### src/rtl/int_sop_n_dspchain_acc_pkg.sv
// Shared constants and helpers for the cascadable integer sum-of-products slice.
// Mode bit positions and the range-limit clamp used when forming the result.
package int_sop_pkg;

  localparam int MODE_W      = 3;
  localparam int MODE_ACC    = 0;
  localparam int MODE_CHAIN  = 1;
  localparam int MODE_SIGNED = 2;

  // Wide enough to hold any extended sum for chain widths up to 62 bits.
  localparam int CLAMP_W = 64;
  typedef logic [CLAMP_W-1:0] clamp_t;

  // Returns value unchanged when it lies inside the width-bit range, else the violated limit.
  function automatic clamp_t sop_clamp(input clamp_t value, input logic is_signed, input int width);
    logic signed [CLAMP_W-1:0] sv;
    logic signed [CLAMP_W-1:0] s_hi;
    logic signed [CLAMP_W-1:0] s_lo;
    clamp_t                    u_hi;
    clamp_t                    res;
    sv   = value;
    s_hi = (64'sd1 <<< (width - 1)) - 64'sd1;
    s_lo = -s_hi - 64'sd1;
    u_hi = (64'd1 << width) - 64'd1;
    res  = value;
    if (is_signed) begin
      if (sv > s_hi) res = s_hi;
      else if (sv < s_lo) res = s_lo;
    end else if (value > u_hi) begin
      res = u_hi;
    end
    return res;
  endfunction

endpackage

### src/rtl/int_sop_n_dspchain_acc_if.sv
// Beat-level bus of the sum-of-products slice: operands and cascade in, result out.
// in_valid qualifies one beat per cycle and there is no ready: the slice always accepts.
interface int_sop_n_dspchain_acc_if #(
  parameter int NUM_TERMS   = 2,
  parameter int X_WIDTH     = 18,
  parameter int Y_WIDTH     = 19,
  parameter int CHAIN_WIDTH = 37
);
  import int_sop_pkg::*;

  logic                           in_valid;
  logic [MODE_W-1:0]              mode_sigs;
  logic                           acc_clear;
  logic [NUM_TERMS*X_WIDTH-1:0]   x_flat;
  logic [NUM_TERMS*Y_WIDTH-1:0]   y_flat;
  logic [CHAIN_WIDTH-1:0]         chainin;
  logic [CHAIN_WIDTH-1:0]         resulta;
  logic [CHAIN_WIDTH-1:0]         chainout;
  logic                           out_valid;
  logic                           overflow;

  modport master (
    output in_valid, mode_sigs, acc_clear, x_flat, y_flat, chainin,
    input  resulta, chainout, out_valid, overflow
  );

  modport slave (
    input  in_valid, mode_sigs, acc_clear, x_flat, y_flat, chainin,
    output resulta, chainout, out_valid, overflow
  );

endinterface

### src/rtl/int_sop_n_dspchain_acc_adder_tree.sv
// Combinational sum of NUM_TERMS equal-width products, each sign- or zero-extended
// to the sum width before being added.
module int_sop_adder_tree #(
  parameter int NUM_TERMS = 2,
  parameter int TERM_W    = 37,
  parameter int SUM_W     = 39
) (
  input  logic [NUM_TERMS*TERM_W-1:0] terms_i,
  input  logic                        is_signed_i,
  output logic [SUM_W-1:0]            sum_o
);

  logic [TERM_W-1:0] term;

  always_comb begin
    sum_o = '0;
    term  = '0;
    for (int i = 0; i < NUM_TERMS; i++) begin
      term  = terms_i[i*TERM_W +: TERM_W];
      sum_o = sum_o + {{(SUM_W-TERM_W){is_signed_i & term[TERM_W-1]}}, term};
    end
  end

endmodule

### src/rtl/int_sop_n_dspchain_acc.sv
// N-term integer sum-of-products slice with cascade input, optional accumulation,
// range check with wrap or saturate, and a sticky overflow flag. Three register stages.
module int_sop_n_dspchain_acc
  import int_sop_pkg::*;
#(
  parameter int NUM_TERMS   = 2,
  parameter int X_WIDTH     = 18,
  parameter int Y_WIDTH     = 19,
  parameter int CHAIN_WIDTH = 37,
  parameter bit SATURATE    = 1'b0
) (
  input  logic                   clk,
  input  logic                   reset,
  int_sop_n_dspchain_acc_if.slave bus
);

  localparam int PW  = X_WIDTH + Y_WIDTH;
  localparam int SW  = CHAIN_WIDTH + 2;
  localparam int EXT = SW - CHAIN_WIDTH;

  // Stage 1: captured beat
  logic [NUM_TERMS*X_WIDTH-1:0] x_q;
  logic [NUM_TERMS*Y_WIDTH-1:0] y_q;
  logic [CHAIN_WIDTH-1:0]       ch1_q;
  logic [MODE_W-1:0]            mode1_q;
  logic                         clr1_q;
  logic                         v1_q;

  // Stage 2: products and the side-band that travels with them
  logic [NUM_TERMS*PW-1:0]      prod_d;
  logic [NUM_TERMS*PW-1:0]      prod_q;
  logic [CHAIN_WIDTH-1:0]       ch2_q;
  logic [MODE_W-1:0]            mode2_q;
  logic                         clr2_q;
  logic                         v2_q;

  // Stage 3: result register and flag
  logic [CHAIN_WIDTH-1:0]       resulta_d;
  logic [CHAIN_WIDTH-1:0]       resulta_q;
  logic                         ovf_d;
  logic                         ovf_q;
  logic                         out_valid_q;

  // Extending both operands to the product width makes one multiplier serve
  // signed and unsigned modes: the low PW bits are exact either way.
  for (genvar gi = 0; gi < NUM_TERMS; gi++) begin : g_mul
    logic [X_WIDTH-1:0] xs;
    logic [Y_WIDTH-1:0] ys;
    logic [PW-1:0]      xe;
    logic [PW-1:0]      ye;
    assign xs = x_q[gi*X_WIDTH +: X_WIDTH];
    assign ys = y_q[gi*Y_WIDTH +: Y_WIDTH];
    assign xe = {{Y_WIDTH{mode1_q[MODE_SIGNED] & xs[X_WIDTH-1]}}, xs};
    assign ye = {{X_WIDTH{mode1_q[MODE_SIGNED] & ys[Y_WIDTH-1]}}, ys};
    assign prod_d[gi*PW +: PW] = xe * ye;
  end

  always_ff @(posedge clk) begin
    if (reset) begin
      x_q     <= '0;
      y_q     <= '0;
      ch1_q   <= '0;
      mode1_q <= '0;
      clr1_q  <= 1'b0;
      v1_q    <= 1'b0;
      prod_q  <= '0;
      ch2_q   <= '0;
      mode2_q <= '0;
      clr2_q  <= 1'b0;
      v2_q    <= 1'b0;
    end else begin
      x_q     <= bus.x_flat;
      y_q     <= bus.y_flat;
      ch1_q   <= bus.chainin;
      mode1_q <= bus.mode_sigs;
      clr1_q  <= bus.acc_clear;
      v1_q    <= bus.in_valid;
      prod_q  <= prod_d;
      ch2_q   <= ch1_q;
      mode2_q <= mode1_q;
      clr2_q  <= clr1_q;
      v2_q    <= v1_q;
    end
  end

  logic [SW-1:0] tree_sum;

  int_sop_adder_tree #(
    .NUM_TERMS (NUM_TERMS),
    .TERM_W    (PW),
    .SUM_W     (SW)
  ) u_tree (
    .terms_i     (prod_q),
    .is_signed_i (mode2_q[MODE_SIGNED]),
    .sum_o       (tree_sum)
  );

  logic          sgn;
  logic [SW-1:0] chain_ext;
  logic [SW-1:0] acc_ext;
  logic [SW-1:0] total;
  clamp_t        total_ext;
  clamp_t        clamped;
  logic          ovf_now;

  always_comb begin
    sgn       = mode2_q[MODE_SIGNED];
    chain_ext = '0;
    acc_ext   = '0;
    if (mode2_q[MODE_CHAIN]) chain_ext = {{EXT{sgn & ch2_q[CHAIN_WIDTH-1]}}, ch2_q};
    if (mode2_q[MODE_ACC] && !clr2_q) acc_ext = {{EXT{sgn & resulta_q[CHAIN_WIDTH-1]}}, resulta_q};
    total     = tree_sum + chain_ext + acc_ext;
    total_ext = {{(CLAMP_W-SW){sgn & total[SW-1]}}, total};
    clamped   = sop_clamp(total_ext, sgn, CHAIN_WIDTH);
    ovf_now   = (clamped != total_ext);
    resulta_d = resulta_q;
    ovf_d     = ovf_q;
    // Bubbles leave the accumulator and flag untouched.
    if (v2_q) begin
      resulta_d = SATURATE ? clamped[CHAIN_WIDTH-1:0] : total[CHAIN_WIDTH-1:0];
      ovf_d     = (ovf_q & ~clr2_q) | ovf_now;
    end
  end

  always_ff @(posedge clk) begin
    if (reset) begin
      resulta_q   <= '0;
      ovf_q       <= 1'b0;
      out_valid_q <= 1'b0;
    end else begin
      resulta_q   <= resulta_d;
      ovf_q       <= ovf_d;
      out_valid_q <= v2_q;
    end
  end

  assign bus.resulta   = resulta_q;
  assign bus.chainout  = resulta_q;
  assign bus.out_valid = out_valid_q;
  assign bus.overflow  = ovf_q;

endmodule
### src/flat_wrapper.sv
// flat-port wrapper written by rule: the top's interface ports become plain ports
module int_sop_n_dspchain_acc_flat import int_sop_pkg::*;
#(
  parameter int NUM_TERMS   = 2,
  parameter int X_WIDTH     = 18,
  parameter int Y_WIDTH     = 19,
  parameter int CHAIN_WIDTH = 37,
  parameter bit SATURATE    = 1'b0
)
  (clk, reset, bus_in_valid, bus_mode_sigs, bus_acc_clear, bus_x_flat, bus_y_flat, bus_chainin, bus_resulta, bus_chainout, bus_out_valid, bus_overflow);
  int_sop_n_dspchain_acc_if #(.NUM_TERMS(NUM_TERMS), .X_WIDTH(X_WIDTH), .Y_WIDTH(Y_WIDTH), .CHAIN_WIDTH(CHAIN_WIDTH)) bus_i ();
  input  logic clk;
  input  logic reset;
  input wire logic [$bits(bus_i.in_valid)-1:0] bus_in_valid;
  input wire logic [$bits(bus_i.mode_sigs)-1:0] bus_mode_sigs;
  input wire logic [$bits(bus_i.acc_clear)-1:0] bus_acc_clear;
  input wire logic [$bits(bus_i.x_flat)-1:0] bus_x_flat;
  input wire logic [$bits(bus_i.y_flat)-1:0] bus_y_flat;
  input wire logic [$bits(bus_i.chainin)-1:0] bus_chainin;
  output wire logic [$bits(bus_i.resulta)-1:0] bus_resulta;
  output wire logic [$bits(bus_i.chainout)-1:0] bus_chainout;
  output wire logic [$bits(bus_i.out_valid)-1:0] bus_out_valid;
  output wire logic [$bits(bus_i.overflow)-1:0] bus_overflow;
  assign bus_i.in_valid = bus_in_valid;
  assign bus_i.mode_sigs = bus_mode_sigs;
  assign bus_i.acc_clear = bus_acc_clear;
  assign bus_i.x_flat = bus_x_flat;
  assign bus_i.y_flat = bus_y_flat;
  assign bus_i.chainin = bus_chainin;
  assign bus_resulta = bus_i.resulta;
  assign bus_chainout = bus_i.chainout;
  assign bus_out_valid = bus_i.out_valid;
  assign bus_overflow = bus_i.overflow;
  int_sop_n_dspchain_acc #(.NUM_TERMS(NUM_TERMS), .X_WIDTH(X_WIDTH), .Y_WIDTH(Y_WIDTH), .CHAIN_WIDTH(CHAIN_WIDTH), .SATURATE(SATURATE)) u_core (.clk(clk), .reset(reset), .bus(bus_i));
endmodule
### config.mk
export PLATFORM = sky130hd
export DESIGN_NAME = int_sop_n_dspchain_acc_flat
export DESIGN_NICKNAME = d
export VERILOG_FILES = /design/src/rtl/int_sop_n_dspchain_acc_pkg.sv /design/src/rtl/int_sop_n_dspchain_acc_if.sv /design/src/rtl/int_sop_n_dspchain_acc_adder_tree.sv /design/src/rtl/int_sop_n_dspchain_acc.sv /design/src/flat_wrapper.sv
export SDC_FILE = /design/constraint.sdc
export NUM_CORES = 2
export LEC_CHECK = 0
export BUFFER_PORTS_ARGS = -buffer_cell sky130_fd_sc_hd__buf_2
export CAP_MARGIN = 10
export CORE_MARGIN = 2
export CORE_UTILIZATION = 65
export CTS_BUF_LIST = sky130_fd_sc_hd__clkbuf_16
export CTS_CLUSTER_DIAMETER = 40
export DETAILED_ROUTE_END_ITERATION = 8
export GPL_ROUTABILITY_DRIVEN = 0
export MAX_ROUTING_LAYER = met4
export PLACE_DENSITY = 0.84
export SETUP_SLACK_MARGIN = 0.2
export SYNTH_ARGS = -nofsm -noshare
export SYNTH_HDL_FRONTEND = slang
export SYNTH_SLANG_ARGS = --single-unit
### constraint.sdc
create_clock -name clk -period 20.8 [get_ports clk]
set_input_delay 1.04 -clock clk [delete_from_list [all_inputs] [get_ports clk]]
set_output_delay 1.04 -clock clk [all_outputs]
set_load 0.01 [all_outputs]
-- Yosys cells after proc, flatten, opt, wreduce, memory -nomap -nowiden
Index checks and enable logic that the tools add are counted.
- equality and inequality tests: 1
- muxes and demuxes: 6
- $mul: 2
- bitwise gates (word level): 12
- reduce and logical (&&, ||, !) cells: 2
- order comparisons: 3
- $add $sub $neg: 3
- operator list (cell ; number):
    64-bit 2-to-1 mux ; 4
    39-bit adder ; 2
    39-bit 2-to-1 mux ; 2
    19-bit by 20-bit multiplier with 37-bit output ; 2
    64-bit by 37-bit greater-than comparator with 1-bit output (second input constant) ; 1
    64-bit inequality test ; 1
    40-bit by 37-bit greater-than comparator with 1-bit output (second input constant) ; 1
    40-bit by 37-bit less-than comparator with 1-bit output (second input constant) ; 1
    38-bit by 38-bit adder with 39-bit output ; 1
    1-bit bitwise AND ; 10
    1-bit logical AND ; 1
    1-bit logical NOT ; 1
    1-bit NOT ; 1
    1-bit bitwise OR ; 1
- output and inout bits: 76
- logic and storage cells: 43
- input bits: 118
- register bits after elaboration: 271

-- Depth between registers and ports, before layout
- word-level depth: 11
- depth in mapped cells: 27
- mapped depth without buffers: 25

-- Modules after synthesis
From an unflattened synthesis, not the netlist that was laid out.
- cells, all modules: 4322
- area total of the unflattened synthesis: 40029.6 um^2
- by module, submodules not included (module ; area an instance (um^2) ; cells an instance ; seq. area each (um^2) ; times used):
    int_sop_n_dspchain_acc ; 37871.3 ; 4017 ; 5425.2 ; 1
    int_sop_adder_tree ; 2158.3 ; 305 ; 0.0 ; 1

-- Least setup slack after synthesis
OpenSTA, ideal clock, no wires.
- path type: register to register
- start: register u_core.y_q[27]
- end: register u_core.prod_q[72]
- buffers on the path: 2
- required time: 20680 ps
- arrival: 6678 ps
- slack: 14003 ps
- cell stages (with the launch flop): 25
- library setup time: 120 ps
- period minus slack after synthesis: 6797 ps
- path through: dfxtp_1 clkbuf_1 clkbuf_1 nand2_1 fa_1 fa_1 inv_1 fa_1 inv_1 fa_1 fa_1 inv_1 fa_1 fa_1 ha_1 nand3_1 or2_2 nor2_1 nand3_1 a2111oi_2 o41ai_2 and3_1 a21oi_1 a2111oi_0 a211o_1
- longest elaborated chain between the ends: 1
- ends and longest elaborated chain (item ; line ; RTL):
    start: declaration ; int_sop_n_dspchain_acc.sv:23 ; logic [NUM_TERMS*Y_WIDTH-1:0] y_q;
    start signal: assignment ; int_sop_n_dspchain_acc.sv:73 ; y_q <= bus.y_flat;
    19-bit by 20-bit multiplier with 37-bit output ; int_sop_n_dspchain_acc.sv:55 ; assign prod_d[gi*PW +: PW] = xe * ye;
    end signal: assignment ; int_sop_n_dspchain_acc.sv:78 ; prod_q <= prod_d;
    end: declaration ; int_sop_n_dspchain_acc.sv:31 ; logic [NUM_TERMS*PW-1:0] prod_q;
No other way between the ends.
A chain may end at the register's enable or synchronous reset.

-- Worst setup path in the final report
- start: register u_core.x_q[35]
- end: register u_core.prod_q[72]
- longest elaborated chain between the ends: 2
- ends and longest elaborated chain (item ; line ; RTL):
    start: declaration ; int_sop_n_dspchain_acc.sv:22 ; logic [NUM_TERMS*X_WIDTH-1:0] x_q;
    start signal: assignment ; int_sop_n_dspchain_acc.sv:72 ; x_q <= bus.x_flat;
    1-bit bitwise AND ; int_sop_n_dspchain_acc.sv:53 ; assign xe = {{Y_WIDTH{mode1_q[MODE_SIGNED] & xs[X_WIDTH-1]}}, xs};
    19-bit by 20-bit multiplier with 37-bit output * ; int_sop_n_dspchain_acc.sv:55 ;
Mark *: on every way between the ends. The rest lies on a longest branch, timed or not.

==> run metrics <==
delay-heaviest family, CP adder cells; CP most frequent cell fa_1; hold_buf cts 0; Post-synth EDFFs 0; clock transition at the registers of the reported paths ~0.050 ns; die area 62100 µm²; Finish-stage setup viols 0; TritonCTS clock tree yes; fill cell count between 4000 and 5000; ant diodes 0; storage element area 5430 µm²; RSZ-0062 raised after global routing no; Max Clock Freq 123 MHz; Post-Syn Area 39100 µm²; DR vias 27800; worst skew pair latency 0.59 ns; MaxCap Viol Count 0; Clock Skew 0.0214 ns; Synth Register Bits 271; Core Area 59200 µm²; Synth top area share 0.420; # rows 89; clock root cell clkbuf_16; Final Non-Filler Cells 5029; placed cell count roughly 5000; Cell Pwr Density 70.7 nW/µm²; CP bufs+invs 3; Die Ht 249 µm; Slew Viols, Final 0; cells taking the most area after synthesis fa_1 42%, dfxtp_1 14%, inv_1 8.4%; initial DRC count 2248; area occupied by multi-input gates 29300 µm²; CTS resizes 0; Slew headroom 0.269; Period Utilization, post-route 0.389; CP required ~21 ns; Final Hold Violating Endpoints 0; Clock Sinks 271; Tmin final 8.10 ns; hpwl dp 71400 µm; Synth Warn # 0; largest net degree at the start of global routing a little over 100; Post-CTS Setup Bufs 0; # IOs 194; Area Overhead vs Synth 6.60%; WL/cell between 15 and 20 µm; crit-path cells nand2_1, or2_2, fa_1, fa_1, inv_1, fa_1, inv_1, fa_1, fa_1, inv_1, fa_1, fa_1, ha_1, nand3_1, or2_2, nor2_1, nand3_1, a2111oi_2, o41ai_2, and3_1, a21oi_1, a2111oi_0, a211o_1; All-Layer GR Usage 0.317; setup_tns 0 ns; H-tree depth 2; pre-CTS WS ~13 ns; synthesized net count 5401; async set or reset register ratio after synthesis 0; Post-Route WL 91000 µm; measured slew at the worst slew-check pin 1.10 ns; Port Buffers around 190; antenna violations before repair 0; Final ANT Viol Nets 0; CP Max Fanout 21; CP max stage delay 0.85 ns; Worst path slowest cell dfxtp_1; Syn Inst Count 4205; DR vias/cell 5.52; Initial Util 0.659; placed inst area 40100 µm²; global route overflow 0; crit path capture type flop; Nets 5419; Pre-antenna DRT Iters 5; post-layout util 0.703; Worst EP arrival 8.57 ns; Setup CP Type flop to flop; Synth cell types 64; sequential share of the synthesized area 0.139; Clock Path Buffers 3; Mapped Avg Cell Area 9.29 µm²; ys flop type dfxtp_1; Die Width 249 µm; share of post-route cells with drive strength above 1 0.0813; P_leak 20.0 nW; CTS buffer count 43; largest area contributor in the netlist fa_1; status finished, final reports clean; first-pass GRT wire length 151000 µm; Final WS setup 12.70 ns; startpoint types flop; Worst Hold Class flop to flop; DRC 0; Max IR drop VDD 0.0710 mV; vias in the first global route between 30000 and 40000; post-layout instance area 41600 µm²
==> cell usage in the layout, fill, tap and decap left out, drive strengths merged, types with 12 or more instances in the layout <==
cell,instances
and3,37
nor3,24
a21oi,89
clkinv,12
clkbuf,43
nor2,140
nand2,524
o21ai,39
a21o,54
mux2i,24
fa,820
or2,41
nor2b,182
nand3,22
buf,216
ha,258
xor2,34
xnor2,76
and2,305
inv,894
a31oi,12
o21a,12
a211oi,12
dfxtp,271
==> sequential cells by signal (all words and copies together) (netlist names), 3 cells and up <==
name and cells:
u_core.y_q 38, u_core.x_q 36, u_core.bus.chainout 37, u_core.prod_q 74
u_core.mode1_q 3, u_core.ch2_q 37, u_core.mode2_q 3, u_core.ch1_q 37
==> stage by stage <==
step / power [mW] / hold WS (ns)
floorplan: 1.79 / 0.414
detailed placement: 2.18 / 0.424
finish: 2.94 / 0.433
global placement: 2.13 / 0.420
CTS: 2.95 / 0.434
global route: 3.19 / 0.451
==> final timing paths <==
check	start	endpoint	slack [ns]	depth (start not counted)
setup / recovery	u_core.x_q[35]	u_core.prod_q[72]	12.70	23
hold / removal	u_core.ch1_q[30]	u_core.ch2_q[30]	0.43	1
setup reg to reg	u_core.x_q[35]	u_core.prod_q[72]	12.70	23
hold reg to reg	u_core.ch1_q[30]	u_core.ch2_q[30]	0.43	1
==> per-layer routing <==
metal  part of all wire  track usage
met5                  0            -
met4              0.046        0.132
met3              0.081       0.0540
met2               0.49        0.521
met1               0.38        0.391
==> cells by family after synthesis <==
logic type	count (synthesis)	synth area share
buffers and inverters	1123	0.112
and+or+nand+nor	1311	0.166
AOI/OAI and AO/OA	286	0.0489
DFF	271	0.139
adders and majority gates	1078	0.503
muxes	26	0.00673
xor gates and xnor gates	110	0.0247
==> cell type report <==
class                   count  share of cell area
multi-input cells        2811               0.703
flip-flops and latches    271               0.130
inverters                 880              0.0793
repair buffers            216              0.0276
clock buffers              43              0.0258
well taps                 773              0.0232
clock inverters            35              0.0105
==> cells in the mapped netlist (3+ instances only) <==
master    number
a211o_1        7
a211oi_1      12
a21boi_0       5
a21o_1        54
a21oi_1       88
a311oi_1       3
a31o_2         5
a31oi_1       11
and2_1       305
and3_1        37
buf_4         37
clkbuf_1     202
dfxtp_1      271
fa_1         820
ha_1         258
inv_1        879
mux2i_1       24
nand2_1      524
nand2b_1      10
nand3_1       22
nand3b_1       4
nand4_1       10
nor2_1       140
nor2b_1      182
nor3_1        24
nor3b_1        3
nor4_1         4
o211ai_1       9
o21a_1        12
o21ai_0       38
o21bai_1       8
o22ai_1        3
o31ai_1        5
or2_2         41
xnor2_1       76
xor2_1        34
==> where the power goes <==
part | switching, mW | leakage, nW | internal (mW) | total, mW
Clock | 0.291 | 0.737 | 0.454 | 0.745
Sequential | 0.0880 | 2.24 | 0.592 | 0.680
Combinational | 0.897 | 17.0 | 0.621 | 1.52
==> worst register-to-register path, cell delays in order (launching register included) <==
cell and delay [ns]:
dfxtp_1 0.85, nand2_1 0.54, or2_2 0.46, fa_1 0.46, fa_1 0.50, inv_1 0.05
fa_1 0.47, inv_1 0.05, fa_1 0.52, fa_1 0.56, inv_1 0.06, fa_1 0.50
fa_1 0.49, ha_1 0.31, nand3_1 0.11, or2_2 0.33, nor2_1 0.12, nand3_1 0.13
a2111oi_2 0.58, o41ai_2 0.19, and3_1 0.17, a21oi_1 0.17, a2111oi_0 0.14, a211o_1 0.24
Power figures use the tool's default switching activity.
